--- config.mk ---
export PLATFORM = sky130hd
export DESIGN_NAME = plic_irq_gateway
export DESIGN_NICKNAME = d
export VERILOG_FILES = /design/src/rtl/plic_irq_gateway_pkg.sv /design/src/rtl/plic_irq_gateway_source.sv /design/src/rtl/plic_irq_gateway.sv
export SDC_FILE = /design/constraint.sdc
export NUM_CORES = 1
export LEC_CHECK = 0
export ABC_AREA = 0
export BUFFER_PORTS_ARGS = -buffer_cell sky130_fd_sc_hd__buf_2
export CORE_UTILIZATION = 40
export CTS_BUF_LIST = sky130_fd_sc_hd__clkbuf_4 sky130_fd_sc_hd__clkbuf_8
export DETAILED_ROUTE_END_ITERATION = 12
export PLACE_DENSITY = 0.67
export SYNTH_ARGS = -nofsm -noshare
export SYNTH_HDL_FRONTEND = slang
export SYNTH_SLANG_ARGS = --single-unit
--- constraint.sdc ---
create_clock -name clock_i -period 2.05 [get_ports clock_i]
set_input_delay 0 -clock clock_i [delete_from_list [all_inputs] [get_ports clock_i]]
set_output_delay 0 -clock clock_i [all_outputs]
set_load 0.02 [all_outputs]
--- src/rtl/plic_irq_gateway_pkg.sv ---
// -----------------------------------------------------------------------------
// plic_irq_gateway_pkg
//
// Shared definitions for the PLIC source-side interrupt gateway:
//   - PLIC line count and the interrupt index map for platform sources
//   - PLIC_EDGE_MASK: timers are edge-triggered, UART/GPIO are level-triggered
//   - gw_state_t: per-source gateway state
//   - id_legal(): range check for claim/complete IDs (ID 0 is reserved)
// -----------------------------------------------------------------------------
package plic_irq_gateway_pkg;

    localparam int PLIC_NUM_SOURCES = 32;

    // PLIC line assignments for the current platform sources.
    localparam int PLIC_TIMER0_INTERRUPT = 2;
    localparam int PLIC_TIMER1_INTERRUPT = 3;
    localparam int PLIC_UART_INTERRUPT   = 4;
    localparam int PLIC_GPIO_INTERRUPT   = 5;

    // Timers produce single-cycle ticks, so they must be counted as edges;
    // UART and GPIO hold their line until serviced, so they stay level.
    localparam logic [PLIC_NUM_SOURCES-1:0] PLIC_EDGE_MASK =
        (32'h1 << PLIC_TIMER0_INTERRUPT) | (32'h1 << PLIC_TIMER1_INTERRUPT);

    typedef enum logic [1:0] {
        GW_IDLE     = 2'd0,
        GW_PENDING  = 2'd1,
        GW_INFLIGHT = 2'd2
    } gw_state_t;

    // An ID addresses a real source only if it is non-zero and below the
    // number of lines; line 0 is reserved by the PLIC.
    function automatic logic id_legal(input logic [31:0] id, input logic [31:0] num);
        return (id != 32'd0) && (id < num);
    endfunction

endpackage

--- src/rtl/plic_irq_gateway_source.sv ---
// -----------------------------------------------------------------------------
// plic_gw_source
//
// One gateway source: IDLE -> PENDING -> INFLIGHT -> IDLE state machine plus a
// saturating edge counter (only meaningful when IS_EDGE is set).
//
// Ports:
//   i_clk       system clock
//   i_rst_n     asynchronous active-low reset
//   i_samp      registered raw line (level arming)
//   i_rise      rising edge detected on the registered line
//   i_claim     claim addressed to this source this cycle
//   i_complete  completion addressed to this source this cycle
//   o_pending   request to the PLIC (registered)
//   o_inflight  claimed, awaiting completion (registered)
// -----------------------------------------------------------------------------
module plic_gw_source
    import plic_irq_gateway_pkg::*;
#(
    parameter bit IS_EDGE   = 1'b0,
    parameter int CNT_WIDTH = 4
) (
    input  logic i_clk,
    input  logic i_rst_n,
    input  logic i_samp,
    input  logic i_rise,
    input  logic i_claim,
    input  logic i_complete,
    output logic o_pending,
    output logic o_inflight
);

    localparam logic [CNT_WIDTH-1:0] CNT_MAX = '1;

    gw_state_t            r_state;
    gw_state_t            w_state_next;
    logic [CNT_WIDTH-1:0] r_cnt;
    logic [CNT_WIDTH-1:0] w_cnt_next;
    logic                 w_arm;
    logic                 w_take;
    logic                 w_inc;
    logic                 w_dec;
    logic                 w_pending_next;
    logic                 w_inflight_next;
    logic                 r_pending;
    logic                 r_inflight;

    // Level sources arm on the sampled line; edge sources arm while any
    // counted edge is still unserviced.
    assign w_arm = IS_EDGE ? (r_cnt != '0) : i_samp;

    // State register
    always_ff @(posedge i_clk or negedge i_rst_n) begin
        if (!i_rst_n) begin
            r_state <= GW_IDLE;
        end else begin
            r_state <= w_state_next;
        end
    end

    // Next-state logic. A claim is only ever taken from PENDING and a
    // completion only from INFLIGHT, so stray events never move the state.
    always_comb begin
        w_state_next = r_state;
        w_take       = 1'b0;
        case (r_state)
            GW_IDLE: begin
                if (w_arm) begin
                    w_state_next = GW_PENDING;
                end
            end
            GW_PENDING: begin
                if (i_claim) begin
                    w_state_next = GW_INFLIGHT;
                    w_take       = 1'b1;
                end
            end
            GW_INFLIGHT: begin
                if (i_complete) begin
                    w_state_next = GW_IDLE;
                end
            end
            default: begin
                w_state_next = GW_IDLE;
            end
        endcase
    end

    // Outputs are decoded from the next state and registered, so they line
    // up with the state register without a decode stage after the flops.
    always_comb begin
        w_pending_next  = (w_state_next == GW_PENDING);
        w_inflight_next = (w_state_next == GW_INFLIGHT);
    end

    always_ff @(posedge i_clk or negedge i_rst_n) begin
        if (!i_rst_n) begin
            r_pending  <= 1'b0;
            r_inflight <= 1'b0;
        end else begin
            r_pending  <= w_pending_next;
            r_inflight <= w_inflight_next;
        end
    end

    // Edge counter: an edge coinciding with its own claim nets to zero;
    // otherwise edges saturate at CNT_MAX and further edges are dropped.
    always_comb begin
        w_inc      = IS_EDGE && i_rise;
        w_dec      = IS_EDGE && w_take;
        w_cnt_next = r_cnt;
        if (w_inc && !w_dec) begin
            if (r_cnt != CNT_MAX) begin
                w_cnt_next = r_cnt + 1'b1;
            end
        end else if (!w_inc && w_dec) begin
            w_cnt_next = r_cnt - 1'b1;
        end
    end

    always_ff @(posedge i_clk or negedge i_rst_n) begin
        if (!i_rst_n) begin
            r_cnt <= '0;
        end else begin
            r_cnt <= w_cnt_next;
        end
    end

    assign o_pending  = r_pending;
    assign o_inflight = r_inflight;

endmodule

--- src/rtl/plic_irq_gateway.sv ---
// -----------------------------------------------------------------------------
// plic_irq_gateway
//
// Source-side PLIC interrupt gateway. Raw lines (by PLIC index) are sampled,
// turned into one-at-a-time requests and tracked through claim/complete.
//
// Ports:
//   clock_i           system clock
//   reset_ni          asynchronous active-low reset
//   src_irq_i         raw interrupt lines by PLIC index; bit 0 ignored
//   plic_irq_o        request to the PLIC; bit 0 tied 0
//   claim_valid_i     PLIC claimed a source this cycle
//   claim_id_i        claimed source ID
//   complete_valid_i  hart wrote completion this cycle
//   complete_id_i     completed source ID
//   inflight_o        source claimed, not yet completed
//   proto_err_o       one-cycle pulse on an illegal claim/complete
//
// Build option:
//   PLIC_GW_SYNC_EN   adds a 2-flop synchronizer per line ahead of the sample
//                     register (request latency 4 cycles instead of 2).
// -----------------------------------------------------------------------------
module plic_irq_gateway
    import plic_irq_gateway_pkg::*;
#(
    parameter int                     NUM_SOURCES    = 32,
    parameter logic [NUM_SOURCES-1:0] EDGE_MASK      = '0,
    parameter int                     EDGE_CNT_WIDTH = 4,
    parameter int                     ID_WIDTH       = $clog2(NUM_SOURCES)
) (
    input  logic                   clock_i,
    input  logic                   reset_ni,
    input  logic [NUM_SOURCES-1:0] src_irq_i,
    output logic [NUM_SOURCES-1:0] plic_irq_o,
    input  logic                   claim_valid_i,
    input  logic [ID_WIDTH-1:0]    claim_id_i,
    input  logic                   complete_valid_i,
    input  logic [ID_WIDTH-1:0]    complete_id_i,
    output logic [NUM_SOURCES-1:0] inflight_o,
    output logic                   proto_err_o
);

    logic [NUM_SOURCES-1:0] w_src_in;
    logic [NUM_SOURCES-1:0] r_samp;
    logic [NUM_SOURCES-1:0] r_samp_prev;
    logic [NUM_SOURCES-1:0] w_rise;
    logic [NUM_SOURCES-1:0] w_pending;
    logic [NUM_SOURCES-1:0] w_inflight;
    logic [NUM_SOURCES-1:0] w_claim_sel;
    logic [NUM_SOURCES-1:0] w_complete_sel;
    logic                   w_claim_legal;
    logic                   w_complete_legal;
    logic                   w_err;
    logic                   r_proto_err;
    logic                   w_unused_src0;

    // ---------------------------------------------------------------- input
`ifdef PLIC_GW_SYNC_EN
    logic [NUM_SOURCES-1:0] r_sync1;
    logic [NUM_SOURCES-1:0] r_sync2;

    always_ff @(posedge clock_i or negedge reset_ni) begin
        if (!reset_ni) begin
            r_sync1 <= '0;
            r_sync2 <= '0;
        end else begin
            r_sync1 <= src_irq_i;
            r_sync2 <= r_sync1;
        end
    end

    assign w_src_in = r_sync2;
`else
    assign w_src_in = src_irq_i;
`endif

    // Line 0 is reserved; it is never sampled.
    assign w_unused_src0 = w_src_in[0];

    always_ff @(posedge clock_i or negedge reset_ni) begin
        if (!reset_ni) begin
            r_samp      <= '0;
            r_samp_prev <= '0;
        end else begin
            r_samp      <= {w_src_in[NUM_SOURCES-1:1], 1'b0};
            r_samp_prev <= r_samp;
        end
    end

    assign w_rise = r_samp & ~r_samp_prev;

    // ------------------------------------------------------------ ID decode
    // Legality is judged against the current state of each source on its
    // own, so a same-ID claim+complete resolves naturally: from PENDING the
    // claim is legal and the complete is not; from INFLIGHT the reverse.
    assign w_claim_legal    = id_legal(32'(claim_id_i), 32'(NUM_SOURCES)) &&
                              w_pending[claim_id_i];
    assign w_complete_legal = id_legal(32'(complete_id_i), 32'(NUM_SOURCES)) &&
                              w_inflight[complete_id_i];

    assign w_err = (claim_valid_i && !w_claim_legal) ||
                   (complete_valid_i && !w_complete_legal);

    always_ff @(posedge clock_i or negedge reset_ni) begin
        if (!reset_ni) begin
            r_proto_err <= 1'b0;
        end else begin
            r_proto_err <= w_err;
        end
    end

    // -------------------------------------------------------------- sources
    assign w_claim_sel[0]    = 1'b0;
    assign w_complete_sel[0] = 1'b0;
    assign w_pending[0]      = 1'b0;
    assign w_inflight[0]     = 1'b0;

    generate
        for (genvar gi = 1; gi < NUM_SOURCES; gi++) begin : g_src
            // Each source only reacts to a claim in PENDING or a complete in
            // INFLIGHT, so the raw ID match is enough here.
            assign w_claim_sel[gi]    = claim_valid_i &&
                                        (claim_id_i == ID_WIDTH'(gi));
            assign w_complete_sel[gi] = complete_valid_i &&
                                        (complete_id_i == ID_WIDTH'(gi));

            plic_gw_source #(
                .IS_EDGE   (EDGE_MASK[gi]),
                .CNT_WIDTH (EDGE_CNT_WIDTH)
            ) u_src (
                .i_clk      (clock_i),
                .i_rst_n    (reset_ni),
                .i_samp     (r_samp[gi]),
                .i_rise     (w_rise[gi]),
                .i_claim    (w_claim_sel[gi]),
                .i_complete (w_complete_sel[gi]),
                .o_pending  (w_pending[gi]),
                .o_inflight (w_inflight[gi])
            );
        end
    endgenerate

    assign plic_irq_o  = w_pending;
    assign inflight_o  = w_inflight;
    assign proto_err_o = r_proto_err;

endmodule

Word level (Yosys, flattened, before mapping)
Cells that the tools add are included.

storage, ports and cells
  bits of input ports = 46
  word-level logic and storage cells = 513
  register bits = 156

cells by class
  reduce and logical (&&, ||, !) cells = 102
  muxes and demuxes = 128
  equality and inequality tests = 186
  magnitude comparators = 2

operator list
  cell                number
  $mux 2              93
  $pmux 2 s3          31
  $eq 5x5->1 const B  32
  $eq 2x1->1 const B  62
  $eq 2x2->1 const B  62
  $eq 5x4->1 const B  16
  $logic_and 1x1->1   66
  $logic_not 2->1     31
  $eq 5x3->1 const B  8
  $eq 5x2->1 const B  4
  $lt 5x6->1 const B  2
  $bmux 1 s5          2
  $eq 5x1->1 const B  2
  $reduce_bool 5->1   2
  $logic_not 1->1     2
  $mux 1              2
  $logic_or 1x1->1    1

Longest topological paths before layout
  depth after elaboration = 6
  mapped depth = 8
  depth with buffers taken out = 5

Modules after synthesis
A second synthesis with hierarchy kept.

unflattened totals
  cell total of the unflattened synthesis = 631
  area total of the unflattened synthesis = 7549.7 um^2

by module, submodules not included
  module                                 times used  sequential area each (um^2)  area an instance (um^2)  cells each
  plic_gw_source at g_src[10].u_src ...  26          100.1                        153.9                    12
  plic_irq_gateway                       1           1576.5                       2816.5                   259
  plic_gw_source at g_src[5].u_src ...   5           100.1                        146.4                    12

Worst setup path after synthesis
Ideal clock, no wire load.

  path type = register -> register
  start point = register g_src[11].u_src.r_pending
  end point = register r_proto_err (netlist: proto_err_o)
  cell stages (with the launch flop) = 6
  library setup time = 0.132 ns
  buffers on the path = 0
  slack = 0.511 ns
  period minus slack after synthesis = 1.539 ns
  arrival time = 1.407 ns
  cell sequence = dfrtp_1 > mux2i_1 > mux4_2 > mux4_2 > nand2_1 > o211ai_1

on the way
  cells in the longest elaborated chain, start to end = 6

ends and longest elaborated chain
  element                       line                            RTL
  from (decl)                   plic_irq_gateway_source.sv:45   logic r_pending;
  from (signal assigned)        plic_irq_gateway_source.sv:101  r_pending <= w_pending_next;
  $bmux 1 s5                    plic_irq_gateway.sv:97          w_pending[claim_id_i];
  $mux 1 (implied by the code)  plic_irq_gateway.sv:97
  $logic_and 1x1->1             plic_irq_gateway.sv:96          assign w_claim_legal = id_legal(32'(claim_id_i), 32'(NUM_SOURCES)) &&
  $logic_not 1->1               plic_irq_gateway.sv:101         assign w_err = (claim_valid_i && !w_claim_legal) ||
  $logic_and 1x1->1             plic_irq_gateway.sv:101
  $logic_or 1x1->1              plic_irq_gateway.sv:101
  via w_err                     plic_irq_gateway.sv:53          logic w_err;
  to (signal assigned)          plic_irq_gateway.sv:108         r_proto_err <= w_err;
  to (decl)                     plic_irq_gateway.sv:54          logic r_proto_err;

The timed path passes the listed nets, and every way through them passes these cells. The select of a mux whose other input is x is not followed.

Worst setup path after layout
  start point = register g_src[3].u_src.r_pending
  end point = register r_proto_err (netlist: proto_err_o)

on the way
  cells in the longest elaborated chain, start to end = 6

ends and longest elaborated chain
  element                       line
  from (decl)                   plic_irq_gateway_source.sv:45
  from (signal assigned)        plic_irq_gateway_source.sv:101
  $bmux 1 s5                    plic_irq_gateway.sv:97
  $mux 1 (implied by the code)  plic_irq_gateway.sv:97
  $logic_and 1x1->1             plic_irq_gateway.sv:96
  $logic_not 1->1               plic_irq_gateway.sv:101
  $logic_and 1x1->1             plic_irq_gateway.sv:101
  $logic_or 1x1->1              plic_irq_gateway.sv:101
  via w_err                     plic_irq_gateway.sv:53

The timed path passes the listed nets, and every way through them passes these cells. The select of a mux whose other input is x is not followed.

==> metrics.txt <==
outcome=complete, no violations; Worst setup SP type=flop; layout cell share with drive strength beyond 1=25.40%; commonest non-fill, non-tap cell in the layout=dfrtp_1; post-route ant nets=0; total number of vias=slightly below 5,000; CP required=2.40 ns; WP buf/inv=0; final clock skew=0.01316 ns; Cell Area, Placed=7052 µm²; Most Crowded Layer GR=met2; CP max stage delay=between 0.4 and 0.5 ns; # placed instances=about 830; drt wl/cell=about 18 µm; Synth cell types=30; Sw Pwr=0.001516 W; hold slack=0.01556 ns; CTS Buf Count=17; Max Cap Viol=0; CTS tree=done; crit path cell chain=mux2i_1 > mux4_2 > mux4_2 > nand2_1 > o211ai_1; Pleak=roughly 3.3 nW; min Tclk post-route=roughly 1.7 ns; grt met3 use=6.433%; pin count of the biggest net entering global routing=between 60 and 70; H-Tree Level Count=4; All-Layer GR Usage=20.66%; Final HPWL DP=11,800 µm; Rel. slew slack=38.30%; met1 Use GR=25.11%; fmax=between 500 and 600 MHz; proportion of power drawn by the clock network=37.4%; Flop pwr share=53.9%; Worst Path Arrival=2.03 ns; # DRC=0; fin area=7797 µm²; vias in the first global route=4,757; register clock-pin slew on the reported worst setup and hold paths=0.09 ns; RSZ-0062 raised after global routing=false; row count=46; met2 usage=33.96%; cell at the slowest stage of the critical path=mux4_2; most frequent CP cell=mux4_2; Sw Share=25.14%; r2r setup slk=0.37 ns; first-pass GRT wire length=between 20,000 and 30,000 µm; nets=a little over 700; crit-path leading delay family=multiplexers; Worst setup EP type=flop; most frequent cells in the layout=156 x dfrtp_1, 106 x buf_2, 59 x o21ai_0, 59 x a311oi_1, 54 x nand2_1; WS Path Type=reg2reg; Final Hold Viols=0; maximum root-to-sink buffer count=2; Die X=131.0 µm; Clock Sinks=about 160; routability-driven placement congestion ratio=0.8257; Comb pwr share=8.7%; die area=17,150 µm²; Power Internal=0.004515 W; Final Core Density=48.56%; post-CTS sizing=0; I/O pin cnt=111; Syn Inst Count=571; Tcrit/Tclk final=81.74%; fin cells=898; root buffer cell=clkbuf_8; Starting Density=around two fifths; measured slew at the worst slew-check pin=0.9236 ns; antenna violations before repair=1; PwrDens=773.5 nW/µm²; worst-path maximum fanout=2; IO buf count=107; Area growth syn-to-layout=17.21%; Die H=131.0 µm; clock latency at the later pin of the worst-skew pair=0.46 ns; GR Overflow Total=0; fin. max-slew vios=0; Vias/cell=5.422; Max VDD drop=approximately 0.39 mV; drt first pass iters=5; drt initial violations=238; Seq/Total Area, Yosys=58.68%; Finish-stage setup viols=0; Seq cells post-synth=between 150 and 200; TNS Setup=0 ns; Hold Path Class=in2reg; WL final=between 15,000 and 20,000 µm; # fillers=1,469; Avg Inst Size Synth=11.65 µm²; CORE AREA=~16,000 µm²; synthesized area=6653 µm²; synth warn=0
registers in the layout (all words and copies together) (netlist names):
name                    flops
g_src.u_src.o_pending      31
proto_err_o                 1
r_samp                     31
g_src.u_src.r_state        62
g_src.u_src.o_inflight     31
per-layer routing:
metal | share of wire (%) | vias to the layer above
met3 | 7.6 | 27
li1 | - | 2225
met1 | 41 | 2434
met5 | 0 | -
met2 | 49 | 183
met4 | 2.3 | 0
synthesized netlist by cell type, drive strengths merged:
cell    instances  area [µm²]
nand2          54       202.7
o21ai          59       295.3
nor3            4       20.02
inv             1       3.750
a311oi         59       516.8
mux2            2       22.52
nand4b         11       96.34
o211ai          2       15.01
mux4           14       334.1
nor2b          10       65.06
conb            1       3.750
mux2i           9       90.09
and2            4       25.02
nor2           45       168.9
and3            1       6.260
o31ai           1       7.510
a21oi          21       105.1
a211oi          2       15.01
dfrtp         156        3904
nand2b          5       31.28
nand3          19       95.09
buf            71       543.0
clkbuf         17       63.81
nand3b          3       22.52
layout make-up:
type,instances,area (µm²),share of cell area [%]
clock inverters,11,118.9,1.524
inverters,1,3.754,0.04814
clock buffers,21,264.0,3.386
multi-input cells,327,2142,27.47
flip-flops and latches,156,3904,50.06
diodes,1,2.502,0.03209
well taps,216,270.3,3.466
repair buffers,165,1092,14.01
tightest hold or removal path: stages:
cell and delay [ns]:
buf_2 0.11, nand2_1 0.13, a21oi_1 0.06, nand2_1 0.06, o211ai_1 0.08
worst paths after layout:
| kind | cells after the start | end | from |
|---|---|---|---|
| setup reg to reg | 5 | proto_err_o$_DFF_PN0_ | g_src[3].u_src.o_pending$_DFF_PN0_ |
| max in group asynchronous | 3 | g_src[10].u_src.r_state[0]$_DFF_PN0_ | reset_ni |
| setup / recovery | 5 | proto_err_o$_DFF_PN0_ | g_src[3].u_src.o_pending$_DFF_PN0_ |
| hold / removal | 5 | proto_err_o$_DFF_PN0_ | complete_id_i[4] |
| hold reg to reg | 1 | g_src[15].u_src.r_state[0]$_DFF_PN0_ | g_src[15].u_src.r_state[1]$_DFF_PN0_ |
| min in group asynchronous | 2 | g_src[24].u_src.r_state[0]$_DFF_PN0_ | reset_ni |
cells by family (layout without fill, tap and decap cells):
group	Yosys count	count (layout)	share of synthesized area, %
DFF	156	156	58.68
and+or+nand+nor	156	156	11.02
AOI/OAI and AO/OA	144	144	14.35
buffers and inverters	89	198	9.178
muxes	25	25	6.714
other	1	3	0.05637
per-stage QoR:
step                setup WS (ns)  power (W)
floorplan                  0.5113   0.003579
global placement           0.2711   0.003771
detailed placement         0.2523   0.003787
CTS                        0.3610   0.006085
global route               0.2793   0.006274
finish                     0.3743   0.006032
power by group through the flow:
stage	logic [W]	registers (W)	clock network, W
after floorplan	0.000292	0.00329	0
after global placement	0.000465	0.00331	0
final	0.000525	0.00325	0.00226
after detailed placement	0.000476	0.00331	0
after CTS	0.000531	0.00325	0.00230
after global routing	0.000575	0.00326	0.00243
timing repair:
action / CTS / global route
buffers inserted: 0 / 0
endpoints found under the hold margin: 167 / 0
hold buffers: 36 / 0
No activity file was read; power rests on OpenSTA's default activity.
